--- src/rtl/lif_neuron_layer.sv ---
// Time-stepped leaky integrate-and-fire layer: per step, neurons are processed
// serially (N_IN accumulate cycles + 1 update cycle each), then spikes are published.
module lif_neuron_layer #(
  parameter int N_IN       = 8,
  parameter int N_OUT      = 4,
  parameter int W_WIDTH    = 4,
  parameter int V_WIDTH    = 8,
  parameter int LEAK_SHIFT = 3,
  parameter int REFRAC     = 2,
  parameter int THR_RESET  = 10,
  localparam int N_W = N_IN * N_OUT,
  localparam int AW  = (N_W > 1) ? $clog2(N_W) : 1,
  localparam int SW  = (N_OUT > 1) ? $clog2(N_OUT) : 1
) (
  input  logic               clk,
  input  logic               rst,
  input  logic               cfg_we_i,
  input  logic               cfg_sel_i,
  input  logic [AW-1:0]      cfg_addr_i,
  input  logic [V_WIDTH-1:0] cfg_data_i,
  input  logic               step_i,
  input  logic [N_IN-1:0]    spike_in_i,
  output logic               busy_o,
  output logic               done_o,
  output logic [N_OUT-1:0]   spike_out_o,
  input  logic [SW-1:0]      vmem_sel_i,
  output logic [V_WIDTH-1:0] vmem_out_o
);

  localparam int IW   = (N_IN > 1) ? $clog2(N_IN) : 1;
  localparam int RW   = (REFRAC > 0) ? $clog2(REFRAC + 1) : 1;
  localparam int ACCW = V_WIDTH + 2;
  localparam int SUMW = V_WIDTH + 3;

  typedef enum logic [1:0] {IDLE, ACCUM, UPDATE, DONE} state_e;

  state_e state_q, state_d;
  logic [IW-1:0] i_q, i_d;
  logic [SW-1:0] j_q, j_d;

  logic signed [W_WIDTH-1:0] w_q [N_W];
  logic [V_WIDTH-1:0]        thr_q;
  logic [V_WIDTH-1:0]        v_q [N_OUT];
  logic [RW-1:0]             refrac_q [N_OUT];
  logic [N_IN-1:0]           spikes_lat_q;
  logic signed [ACCW-1:0]    acc_q;
  logic [N_OUT-1:0]          spike_vec_q, spike_vec_d;
  logic [N_OUT-1:0]          spike_out_q;
  logic [V_WIDTH-1:0]        vmem_q;

  logic [AW-1:0]             w_idx;
  logic signed [W_WIDTH-1:0] w_cur;
  logic signed [ACCW-1:0]    w_ext;
  logic [V_WIDTH-1:0]        v_cur, vl;
  logic signed [SUMW-1:0]    s_wide;
  logic [V_WIDTH-1:0]        s_sat;
  logic                      in_refrac, fire;
  logic                      last_i, last_j;

  assign last_i = (i_q == IW'(N_IN - 1));
  assign last_j = (j_q == SW'(N_OUT - 1));

  // NOTE: sequential state uses non-blocking assignments so every register
  // samples pre-edge values; blocking here would create order-dependent races.
  always_ff @(posedge clk) begin
    if (rst) begin
      state_q <= IDLE;
      i_q     <= '0;
      j_q     <= '0;
    end else begin
      state_q <= state_d;
      i_q     <= i_d;
      j_q     <= j_d;
    end
  end

  // NOTE: every combinational output gets a default first so no path leaves
  // a signal unassigned, which would otherwise infer a latch.
  always_comb begin
    state_d = state_q;
    i_d     = i_q;
    j_d     = j_q;
    unique case (state_q)
      IDLE: if (step_i) begin
        state_d = ACCUM;
        i_d     = '0;
        j_d     = '0;
      end
      ACCUM: begin
        i_d = i_q + IW'(1);
        if (last_i) begin
          i_d     = '0;
          state_d = UPDATE;
        end
      end
      UPDATE: begin
        if (last_j) begin
          state_d = DONE;
        end else begin
          j_d     = j_q + SW'(1);
          state_d = ACCUM;
        end
      end
      DONE: state_d = IDLE;
      default: state_d = IDLE;
    endcase
  end

  // Leak, saturating integrate and threshold compare for the neuron in flight.
  always_comb begin
    w_idx     = AW'(int'(j_q) * N_IN + int'(i_q));
    w_cur     = w_q[w_idx];
    w_ext     = {{(ACCW - W_WIDTH){w_cur[W_WIDTH-1]}}, w_cur};
    v_cur     = v_q[j_q];
    vl        = v_cur - (v_cur >> LEAK_SHIFT);
    s_wide    = $signed({3'b000, vl}) + $signed({acc_q[ACCW-1], acc_q});
    if (s_wide[SUMW-1])
      s_sat = '0;
    else if (s_wide[SUMW-2:V_WIDTH] != '0)
      s_sat = '1;
    else
      s_sat = s_wide[V_WIDTH-1:0];
    in_refrac = (refrac_q[j_q] != '0);
    fire      = !in_refrac && (s_sat >= thr_q);
    spike_vec_d       = spike_vec_q;
    spike_vec_d[j_q]  = fire;
  end

  // NOTE: the weight and membrane arrays are reset explicitly because the
  // layer must come up with zero weights and zero potentials; this costs a
  // flop-based store instead of a RAM macro.
  always_ff @(posedge clk) begin
    if (rst) begin
      for (int k = 0; k < N_W; k++) w_q[k] <= '0;
      for (int k = 0; k < N_OUT; k++) begin
        v_q[k]      <= '0;
        refrac_q[k] <= '0;
      end
      thr_q        <= V_WIDTH'(THR_RESET);
      spikes_lat_q <= '0;
      acc_q        <= '0;
      spike_vec_q  <= '0;
      spike_out_q  <= '0;
      vmem_q       <= '0;
    end else begin
      if (cfg_we_i && state_q == IDLE) begin
        if (cfg_sel_i)
          thr_q <= cfg_data_i;
        else if ({1'b0, cfg_addr_i} < (AW + 1)'(N_W))
          w_q[cfg_addr_i] <= cfg_data_i[W_WIDTH-1:0];
      end

      unique case (state_q)
        IDLE: if (step_i) begin
          spikes_lat_q <= spike_in_i;
          acc_q        <= '0;
          spike_vec_q  <= '0;
        end
        ACCUM: if (spikes_lat_q[i_q]) acc_q <= acc_q + w_ext;
        UPDATE: begin
          acc_q <= '0;
          if (in_refrac) begin
            refrac_q[j_q] <= refrac_q[j_q] - RW'(1);
            v_q[j_q]      <= '0;
          end else if (fire) begin
            refrac_q[j_q] <= RW'(REFRAC);
            v_q[j_q]      <= '0;
          end else begin
            v_q[j_q] <= s_sat;
          end
          spike_vec_q <= spike_vec_d;
          if (last_j) spike_out_q <= spike_vec_d;
        end
        default: ;
      endcase

      vmem_q <= v_q[vmem_sel_i];
    end
  end

  assign busy_o      = (state_q != IDLE);
  assign done_o      = (state_q == DONE);
  assign spike_out_o = spike_out_q;
  assign vmem_out_o  = vmem_q;

endmodule

--- config.mk ---
export PLATFORM = sky130hd
export DESIGN_NAME = lif_neuron_layer
export DESIGN_NICKNAME = d
export VERILOG_FILES = /design/src/rtl/lif_neuron_layer.sv
export SDC_FILE = /design/constraint.sdc
export NUM_CORES = 1
export LEC_CHECK = 0
export ABC_AREA = 0
export CELL_PAD_IN_SITES_DETAIL_PLACEMENT = 1
export CELL_PAD_IN_SITES_GLOBAL_PLACEMENT = 1
export CORE_MARGIN = 3
export CORE_UTILIZATION = 50
export DETAILED_ROUTE_END_ITERATION = 6
export PLACE_DENSITY = 0.79
export RECOVER_POWER = 100
export SLEW_MARGIN = 5
export SYNTH_ARGS = -nofsm -noshare
export SYNTH_HDL_FRONTEND = slang
export SYNTH_SLANG_ARGS = --single-unit
--- constraint.sdc ---
create_clock -name clk -period 7.5 [get_ports clk]
set_clock_uncertainty 0.05 [all_clocks]
set_input_delay 1.125 -clock clk [delete_from_list [all_inputs] [get_ports clk]]
set_output_delay 1.125 -clock clk [all_outputs]
set_load 0.03 [all_outputs]
==> flow_summary_export.csv, run 1 <==
group,metric,value,unit
placement,place_ws,585,ps
outcome,violations,"capacitance limit, slew limit",
yosys,synthFlopType,"edfxtp_1",
finish,areaGrowthSynthToFinish,12.2,%
yosys,yosysTopAreaCell,"edfxtp_1",
clock_tree,clk_path_buf_depth,3,
yosys,synthArstFlopShare,0,%
clock_tree,h-tree-depth,1,
floorplan,die-height,158,um
yosys,synth-xor-area-share,1.30,%
timing,tns,0,ps
clock_tree,postCtsSetupRepairBufs,0,
timing,finalHoldViolations,0,
outcome,status,"finished, violations left",
yosys,yosys.area_share.simple,18.7,%
routing,vias,7781,
setup_path,cp_max_fo,32,
routing,postRouteAntennaNets,0,
clock_tree,path_clk_slew,60,ps
setup_path,setup.worst_path.class,"register to register",
finish,drive_gt1_share,12.2,%
timing,layout_min_cycle_time,6950,ps
power_and_ir_drop,peakVddDrop,0.165,mV
hold_path,holdCritPathClass,"register to register",
global_routing,grt_use_total,24.9,%
yosys,synth-warning-count,0,
floorplan,start_util,51.8,%
timing,finalSetupViolations,0,
yosys,syn_avg_cell_area,11.7,um^2
clock_tree,cts_tree,"done",
placement,port_buffers,41,
yosys,ys_types,63,
timing,fin_crit_sh,92.7,%
setup_path,r2r_slack,550,ps
routing,drt_iter0_markers,497,
timing,rsz0062_at_grt,"false",
clock_tree,cts_root_buffer,"clkbuf_16",
placement,place.gp.congestion,0.808,
timing,final-max-slew-violation-count,121,
routing,drt-wirelength-per-cell,23.0,um
yosys,synth_area,0.0115,mm^2
clock_tree,cts_num_sinks,218,
clock_tree,cts_resized,0,
power_and_ir_drop,finalPower,2910,uW
routing,drc_errors,0,
yosys,ys_ff_latch,218,
finish,fill_cells,2270,
global_routing,grt_pass1_vias,8521,
finish,n_antenna_cell,0,
flow_run,cap_violations,3,
finish,fin_util,58.1,%
routing,drtPass1Iterations,5,
setup_path,crit_family,"compound AO/OA/AOI/OAI gates",
setup_path,cpMostUsedCell,"a21o_1",
yosys,synth_top_family_by_area,"simple AND/OR/NAND/NOR gates",
timing,fin_ws,549,ps
floorplan,rows,54,
yosys,synth_compound_area_share,7.88,%
yosys,synthAdderAreaFrac,4.56,%
floorplan,die_w,158,um
clock_tree,ctsHoldBuffers,0,
finish,final_nets,1071,
setup_path,startpoint_type,"register",
timing,fmax,0.144,GHz
floorplan,core_area,0.0222,mm^2
setup_path,critPathCaptureType,"register",
yosys,synthMuxAreaShare,11.7,%
floorplan,die_area,0.0248,mm^2
power_and_ir_drop,powerDensity,226,mW/mm^2
global_routing,grt_max_degree,55,
floorplan,pin_count,42,
setup_path,slowest_stage,"a21o_1",
setup_path,arrival,7140,ps
timing,worst_pin_slew,2750,ps
routing,wl,29.9,mm
routing,viasPerCell,5.99,
global_routing,antenna_found_initial,0,
yosys,netlist_top_cells_area,"edfxtp_1 (44%), mux4_2 (11%), dfxtp_1 (8.7%)",
power_and_ir_drop,p_leak,0.00462,uW
clock_tree,cts_buffers,24,
placement,dp_hpwl,20.9,mm
setup_path,cp_data_required_time,7690,ps
global_routing,grt_pass1_wl,47.4,mm
yosys,syn-instance-count,983,
yosys,synth_edf_count,168,
clock_tree,worstSkewPairLatency,530,ps
yosys,synth.top_cell.area_share,44.0,%
global_routing,grt-ovfl-total,0,
timing,slew-limit-headroom,-83.4,%
setup_path,crit_buf_inv,3,
setup_path,cpPeakStageDelay,870,ps
yosys,ys_seq_area_share,52.7,%
yosys,synthesis.nets,1051,
==> final timing paths <==
check	startpoint	cells after the start	to
setup / recovery	register	26	v_q[3][2]
hold / removal	spikes_lat_q[4]	2	spikes_lat_q[4]
setup reg to reg	register	26	v_q[3][2]
hold reg to reg	spikes_lat_q[4]	2	spikes_lat_q[4]
==> layout by cell type (no fill, tap or decap), drive strengths merged, types with 3 or more instances in the layout <==
master / n
nand2b: 7
nand3b: 3
nor2: 82
nand2: 78
dfxtp: 50
a32o: 4
xnor2: 10
nor3b: 5
ha: 37
o21ai: 52
edfxtp: 168
xor2: 7
nor4: 11
a21o: 12
nand4: 3
o21bai: 3
o211ai: 5
clkdlybuf4s50: 26
nand3: 24
dlygate4sd3: 15
buf: 9
mux4: 55
nor3: 37
or3: 4
inv: 29
a31o: 3
a21oi: 45
clkbuf: 30
bufinv: 4
o21a: 5
fa: 3
a31oi: 4
clkinv: 14
mux2i: 8
and2: 142
nor2b: 3
==> logic make-up after synthesis <==
family                     after synthesis
xor gates and xnor gates                17
DFF                                    218
buffers and inverters                   91
and+or+nand+nor                        407
muxes                                   65
adders and majority gates               40
AOI/OAI and AO/OA                      145
==> cell usage after synthesis, drive strengths merged (2+ instances only) <==
cell and number:
mux2i 8, a211oi 2, ha 37, nand3b 3
or3b 2, and3 2, o211ai 5, dfxtp 50
nor2b 3, inv 29, clkbuf 48, mux4 55
buf 13, o21a 5, nand4 3, nor3 37
nand2b 7, a21o 12, and2 142, a21oi 45
a31oi 4, o21bai 3, or3 4, nor4 11
a32o 4, nand2 78, a31o 3, nand3 24
xnor2 10, xor2 7, fa 3, nor2 82
nor3b 5, o21ai 52, edfxtp 168, mux2 2
==> state kept, by name, indices dropped and copies added, names as in the netlist, named ones only <==
register      count
state_q           2
spike_vec_q       3
refrac_q          8
thr_q             8
spike_out_o       4
vmem_out_o        8
j_q               2
v_q              32
i_q               3
spikes_lat_q      8
acc_q            10
w_q             128
==> metrics by stage <==
stage	hold slack (ps)	std cells	area [um^2]
2_1_floorplan	383	983	11500
3_3_place_gp	394	1257	12100
3_5_place_dp	398	1257	12100
4_1_cts	407	1300	12900
5_1_grt	418	1300	12900
6_report	405	1300	12900
==> worst reg2reg max path, cell delays in order, from the launching register on <==
cell and delay, ps:
dfxtp_1 560, mux4_2 560, inv_1 70, ha_1 150
inv_1 60, fa_1 400, a21o_1 170, a21oi_1 220
nor2b_1 90, nor3_1 240, xnor2_1 110, ha_1 230
or3_1 400, o21a_1 180, a21oi_1 160, and4_1 290
nor2_2 90, o21ai_1 420, nor2_1 130, ha_1 330
a21o_1 110, a21o_1 100, a21oi_1 60, o211ai_1 210
a21o_1 870, buf_4 330, nor3_1 70
==> final cells by class <==
class / count / area (um^2) / share of cell area, %
Clock inverter: 18 / 200 / 1.55
Sequential cell: 218 / 6050 / 47.0
Clock buffer: 25 / 604 / 4.69
Multi-Input combinational cell: 674 / 5070 / 39.3
Timing Repair Buffer: 55 / 497 / 3.86
Tap cell: 280 / 350 / 2.72
Inverter: 30 / 113 / 0.874
==> routing by layer <==
metal  track usage, %  wire length [um]  vias to the layer above
met2             44.7             15300                      186
met3             2.94              1140                       56
met4             7.23               839                        0
li1                 -                 -                     3615
met1             31.9             12700                     3924
met5                0                 0                        -
==> report_power, final <==
group	switching, uW	internal, uW	leakage (uW)	total, uW
sequential	25.7	1340	0.00212	1370
clock	484	723	0.000400	1210
combinational	209	129	0.00211	338
total	719	2200	0.00462	2910
No activity file was read; power rests on OpenSTA's default activity.
==> run 2, diff against run 1 <==
--- a/config.mk
+++ b/config.mk
@@ -13,6 +13,7 @@
 export DETAILED_ROUTE_END_ITERATION = 6
 export PLACE_DENSITY = 0.79
 export RECOVER_POWER = 100
+export REMOVE_ABC_BUFFERS = 1
 export SLEW_MARGIN = 5
 export SYNTH_ARGS = -nofsm -noshare
 export SYNTH_HDL_FRONTEND = slang
==> flow_summary_export.csv, run 2 (synthesis gave the netlist of run 1 again) <==
group,metric,value,unit
outcome,status,"finished, violations left",
outcome,violations,"capacitance limit, slew limit",
power_and_ir_drop,p_seq_share,49.2,%
timing,tns,0,ps
setup_path,critPathCaptureType,"register",
floorplan,rows,54,
finish,final_common_cell,"edfxtp_1",
routing,drtPass1Iterations,4,
power_and_ir_drop,p_int,2070,uW
finish,drive_gt1_share,11.5,%
clock_tree,h-tree-depth,1,
power_and_ir_drop,p_leak,0.00457,uW
routing,viasPerCell,5.98,
routing,drt_iter0_markers,563,
power_and_ir_drop,peakVddDrop,0.158,mV
placement,dp_cells,1255,
setup_path,startpoint_type,"register",
timing,fmax,0.144,GHz
floorplan,start_util,51.8,%
power_and_ir_drop,p_clk_share,39.0,%
finish,areaGrowthSynthToFinish,11.2,%
hold_path,hold_start,"thr_q[4]",
setup_path,cp_data_required_time,7770,ps
hold_path,holdCritPathClass,"register to register",
floorplan,die_w,158,um
timing,slew-limit-headroom,-75.7,%
routing,drc_errors,0,
global_routing,grt_use_total,24.4,%
setup_path,arrival,7210,ps
global_routing,grt_pass1_wl,47.0,mm
setup_path,cpPeakStageDelay,590,ps
placement,place_area,0.0121,mm^2
timing,fin_crit_sh,92.5,%
placement,place.gp.congestion,0.828,
setup_path,cp_max_fo,32,
floorplan,die-height,158,um
timing,layout_min_cycle_time,6940,ps
timing,finalHoldViolations,0,
finish,fin_area,0.0128,mm^2
setup_path,slowest_stage,"dfxtp_1",
clock_tree,cts_root_buffer,"clkbuf_16",
hold_path,min_path_cells,2,
finish,n_antenna_cell,0,
finish,largest_reg_flops,128,
power_and_ir_drop,p_comb_share,11.9,%
setup_path,ff2ff_path_depth,25,
finish,largest-register,"w_q",
global_routing,grt_max_degree,56,
routing,postRouteAntennaNets,0,
finish,final_cell_mix,"edfxtp_1 (168), and2_0 (104), nor2_1 (82)",
setup_path,cpMostUsedCell,"a21o_1",
floorplan,die_area,0.0248,mm^2
placement,port_buffers,41,
power_and_ir_drop,p_sw,718,uW
finish,final_nets,1069,
placement,dp_hpwl,20.3,mm
routing,drt-wirelength-per-cell,22.6,um
clock_tree,cts_num_sinks,218,
routing,vias,7757,
clock_tree,cts_buffers,24,
timing,final-max-slew-violation-count,136,
clock_tree,path_clk_slew,60,ps
floorplan,core_area,0.0222,mm^2
floorplan,pin_count,42,
power_and_ir_drop,netSwitchingFraction,25.7,%
global_routing,antenna_found_initial,0,
timing,finalSetupViolations,0,
routing,wl,29.3,mm
clock_tree,worstSkewPairLatency,530,ps
setup_path,setup.worst_path.class,"register to register",
clock_tree,cts_tree,"done",
finish,top_regs,"w_q: 128 flops, v_q: 32 flops, acc_q: 10 flops",
power_and_ir_drop,powerDensity,219,mW/mm^2
global_routing,grt_pass1_vias,8368,
timing,worst_pin_slew,2640,ps
clock_tree,clk_path_buf_depth,3,
finish,final_cells,1297,
global_routing,grt-ovfl-total,0,
timing,rsz0062_at_grt,"false",
flow_run,cap_violations,3,
-- run 2: changes by cell type in the layout (fill, tap and decap cells not counted), moves of 2 or more --
cell | previous run | this run
clkdlybuf4s50_1 | 26 | 24
dlygate4sd3_1 | 15 | 17
and2_0 | 112 | 104
clkinv_1 | 4 | 1
clkinv_2 | 9 | 7
bufinv_16 | 4 | 0
clkbuf_1 | 6 | 12
and2_1 | 30 | 38
-- run 2: area by class of cell --
class                      count  area, um^2
sequential                   218        6050
multi-input combinational    674        5060
clock buffer                  33         644
inverter                      30         113
timing repair buffer          53         485
tap                          280         350
fill                        2298        9400
clock inverter                 9        58.8
-- run 2: worst max-delay path: cells and delay by family, from the launching register on --
kind	cells	cell delay, ps
buf+inv	2	520
simple gates	8	1900
fa+ha+maj	3	950
mux	1	550
compound gates	10	2040
xor+xnor	1	110
flops	1	590
-- run 2: path summary, 6_finish.rpt --
kind                                  end  slack (ps)
worst max-delay path            v_q[2][6]         560
worst min-delay path             thr_q[4]         410
worst max register to register  v_q[2][6]         560
worst min register to register   thr_q[4]         410
-- run 2: power by group through the flow --
stage	combinational (uW)	sequential [uW]	clock, uW
6_report	331	1370	1090
5_1_grt	362	1380	1150
4_1_cts	333	1370	1100
3_5_place_dp	326	1400	0
3_3_place_gp	315	1390	0
2_1_floorplan	205	1390	0
-- run 2: what timing repair did --
item	CTS	global route
resized for setup	0	1
endpoints found under the setup margin	0	1
setup buffers	0	0
hold buffers	0	0
-- run 2: stage by stage --
step / util [%] / hold slack [ps] / setup slack [ps] / power (uW)
final: 57.6 / 408 / 561 / 2790
after global routing: 57.6 / 428 / 153 / 2890
after CTS: 57.7 / 409 / 485 / 2800
after detailed placement: 54.5 / 400 / 623 / 1720
after global placement: 54.5 / 394 / 966 / 1710
after floorplan: - / 377 / 1340 / 1600
-- run 2: layer usage --
metal / vias up / GRT usage [%] / part of all wire, %
met2: 137 / 45.2 / 53
li1: 3620 / - / -
met4: 0 / 5.04 / 1.8
met5: - / 0 / 0
met1: 3960 / 30.8 / 42
met3: 40 / 2.94 / 3.0
==> run 3, diff against run 2 <==
--- a/config.mk
+++ b/config.mk
@@ -11,9 +11,11 @@
 export CORE_MARGIN = 3
 export CORE_UTILIZATION = 50
 export DETAILED_ROUTE_END_ITERATION = 6
-export PLACE_DENSITY = 0.79
+export MAX_ROUTING_LAYER = met4
+export PLACE_DENSITY = 0.91
 export RECOVER_POWER = 100
 export REMOVE_ABC_BUFFERS = 1
+export SETUP_SLACK_MARGIN = 0.05
 export SLEW_MARGIN = 5
 export SYNTH_ARGS = -nofsm -noshare
 export SYNTH_HDL_FRONTEND = slang
==> flow_summary_export.csv, run 3 (synthesis gave the netlist of run 1 again) <==
group,metric,value,unit
clock_tree,postCtsSetupRepairBufs,0,
outcome,violations,"capacitance limit, slew limit",
setup_path,cpPeakStageDelay,570,ps
timing,fin_crit_sh,92.3,%
power_and_ir_drop,p_leak,0.00456,uW
finish,final_common_cell,"edfxtp_1",
floorplan,die_w,158,um
routing,postRouteAntennaNets,0,
routing,drt-wirelength-per-cell,24.3,um
floorplan,pin_count,42,
setup_path,critPathCaptureType,"register",
setup_path,crit_family,"compound AO/OA/AOI/OAI gates",
setup_path,arrival,7140,ps
global_routing,grt_pass1_wl,49.4,mm
clock_tree,cts_num_sinks,218,
global_routing,grt_use_total,26.8,%
power_and_ir_drop,p_comb_share,12.1,%
finish,fin_util,57.7,%
timing,final-max-slew-violation-count,135,
finish,largest_reg_flops,128,
placement,port_buffers,41,
clock_tree,h-tree-depth,1,
setup_path,setup.worst_path.class,"register to register",
global_routing,top_usage_layer,"met2",
placement,dp_cells,1254,
global_routing,grt_max_degree,55,
setup_path,ff2ff_path_depth,27,
timing,fmax,0.144,GHz
finish,final_cell_mix,"edfxtp_1 (168), and2_0 (119), nor2_1 (81)",
floorplan,die-height,158,um
timing,worst_pin_slew,2730,ps
routing,vias,7979,
setup_path,cp_data_required_time,7720,ps
routing,viasPerCell,6.15,
floorplan,die_area,0.0248,mm^2
global_routing,grt.met2_usage,48.3,%
clock_tree,cts_root_buffer,"clkbuf_16",
clock_tree,worstSkewPairLatency,530,ps
setup_path,cp_num_cells,27,
floorplan,rows,54,
clock_tree,path_clk_slew,60,ps
power_and_ir_drop,netSwitchingFraction,25.5,%
power_and_ir_drop,p_clk_share,39.5,%
setup_path,slowest_stage,"dfxtp_2",
timing,slew-limit-headroom,-82.1,%
routing,drtPass1Iterations,5,
power_and_ir_drop,p_seq_share,48.4,%
setup_path,crit_buf_inv,3,
setup_path,startpoint_type,"register",
power_and_ir_drop,powerDensity,221,mW/mm^2
global_routing,antenna_found_initial,0,
placement,dp_hpwl,21.8,mm
finish,final_cells,1298,
flow_run,cap_violations,3,
timing,finalSetupViolations,0,
timing,fin_ws,576,ps
power_and_ir_drop,p_int,2110,uW
timing,layout_min_cycle_time,6920,ps
global_routing,grt-ovfl-total,0,
timing,tns,0,ps
timing,whs,414,ps
global_routing,use_met3,3.49,%
finish,areaGrowthSynthToFinish,11.4,%
routing,wl,31.5,mm
routing,drt_iter0_markers,735,
finish,largest-register,"w_q",
global_routing,grt_pass1_vias,8667,
hold_path,holdCritPathClass,"register to register",
finish,n_antenna_cell,0,
floorplan,core_area,0.0222,mm^2
finish,drive_gt1_share,11.4,%
clock_tree,clk_path_buf_depth,3,
power_and_ir_drop,peakVddDrop,0.166,mV
hold_path,min_path_cells,2,
timing,rsz0062_at_grt,"false",
routing,drc_errors,0,
global_routing,met1_usage,30.9,%
finish,top_regs,"w_q: 128 flops, v_q: 32 flops, acc_q: 10 flops",
setup_path,cp_max_fo,32,
power_and_ir_drop,p_sw,722,uW
floorplan,start_util,51.8,%
clock_tree,cts_buffers,24,
clock_tree,cts_tree,"done",
setup_path,cpMostUsedCell,"a21o_1",
finish,final_nets,1068,
timing,finalHoldViolations,0,
outcome,status,"finished, violations left",
placement,place.gp.congestion,0.849,
placement,place_ws,272,ps
run 3: changes by cell type in the layout (fill, tap and decap cells not counted), moves of 3 or more:
cell / before / now
and2_0: 104 / 119
and2_1: 38 / 23
clkbuf_1: 12 / 15
clkbuf_8: 1 / 4
clkinv_2: 7 / 4
run 3: path summary, 6_finish.rpt:
path | from | endpoint | slack [ps]
setup / recovery | register | v_q[2][4] | 580
hold / removal | spikes_lat_q[7] | spikes_lat_q[7] | 410
setup reg to reg | register | v_q[2][4] | 580
hold reg to reg | spikes_lat_q[7] | spikes_lat_q[7] | 410
run 3: metal layers:
metal | vias to the layer above | share of wire (%)
li1 | 3611 | -
met1 | 4087 | 39
met2 | 203 | 54
met3 | 78 | 3.7
met4 | 0 | 3.1
met5 | - | 0
run 3: worst min-delay path, cell delays in order (launching register included):
cell     delay [ps]
dfxtp_1         300
nand2_1          50
a21oi_1          60
run 3: cell type report:
type | count | area, um^2
Fill cell | 2252 | 9380
Sequential cell | 218 | 6050
Multi-Input combinational cell | 674 | 5060
Clock buffer | 39 | 697
Timing Repair Buffer | 52 | 478
Tap cell | 280 | 350
Inverter | 30 | 113
Clock inverter | 5 | 36.3
run 3: stage by stage:
stage	power, uW	area [um^2]
detailed placement	1730	12100
finish	2830	12800
global placement	1710	12100
global route	2930	12800
floorplan	1600	11200
CTS	2840	12800
run 3: timing repair:
action / CTS / global route
endpoints found under the setup margin: 0 / 12
gates resized for setup: 0 / 1
hold buffers: 0 / 0
run 3: power by group through the flow:
stage	logic (uW)	clock network [uW]	registers (uW)
final	341	1120	1370
after global routing	372	1190	1370
after CTS	342	1130	1370
after detailed placement	340	0	1390
after global placement	318	0	1390
after floorplan	205	0	1390
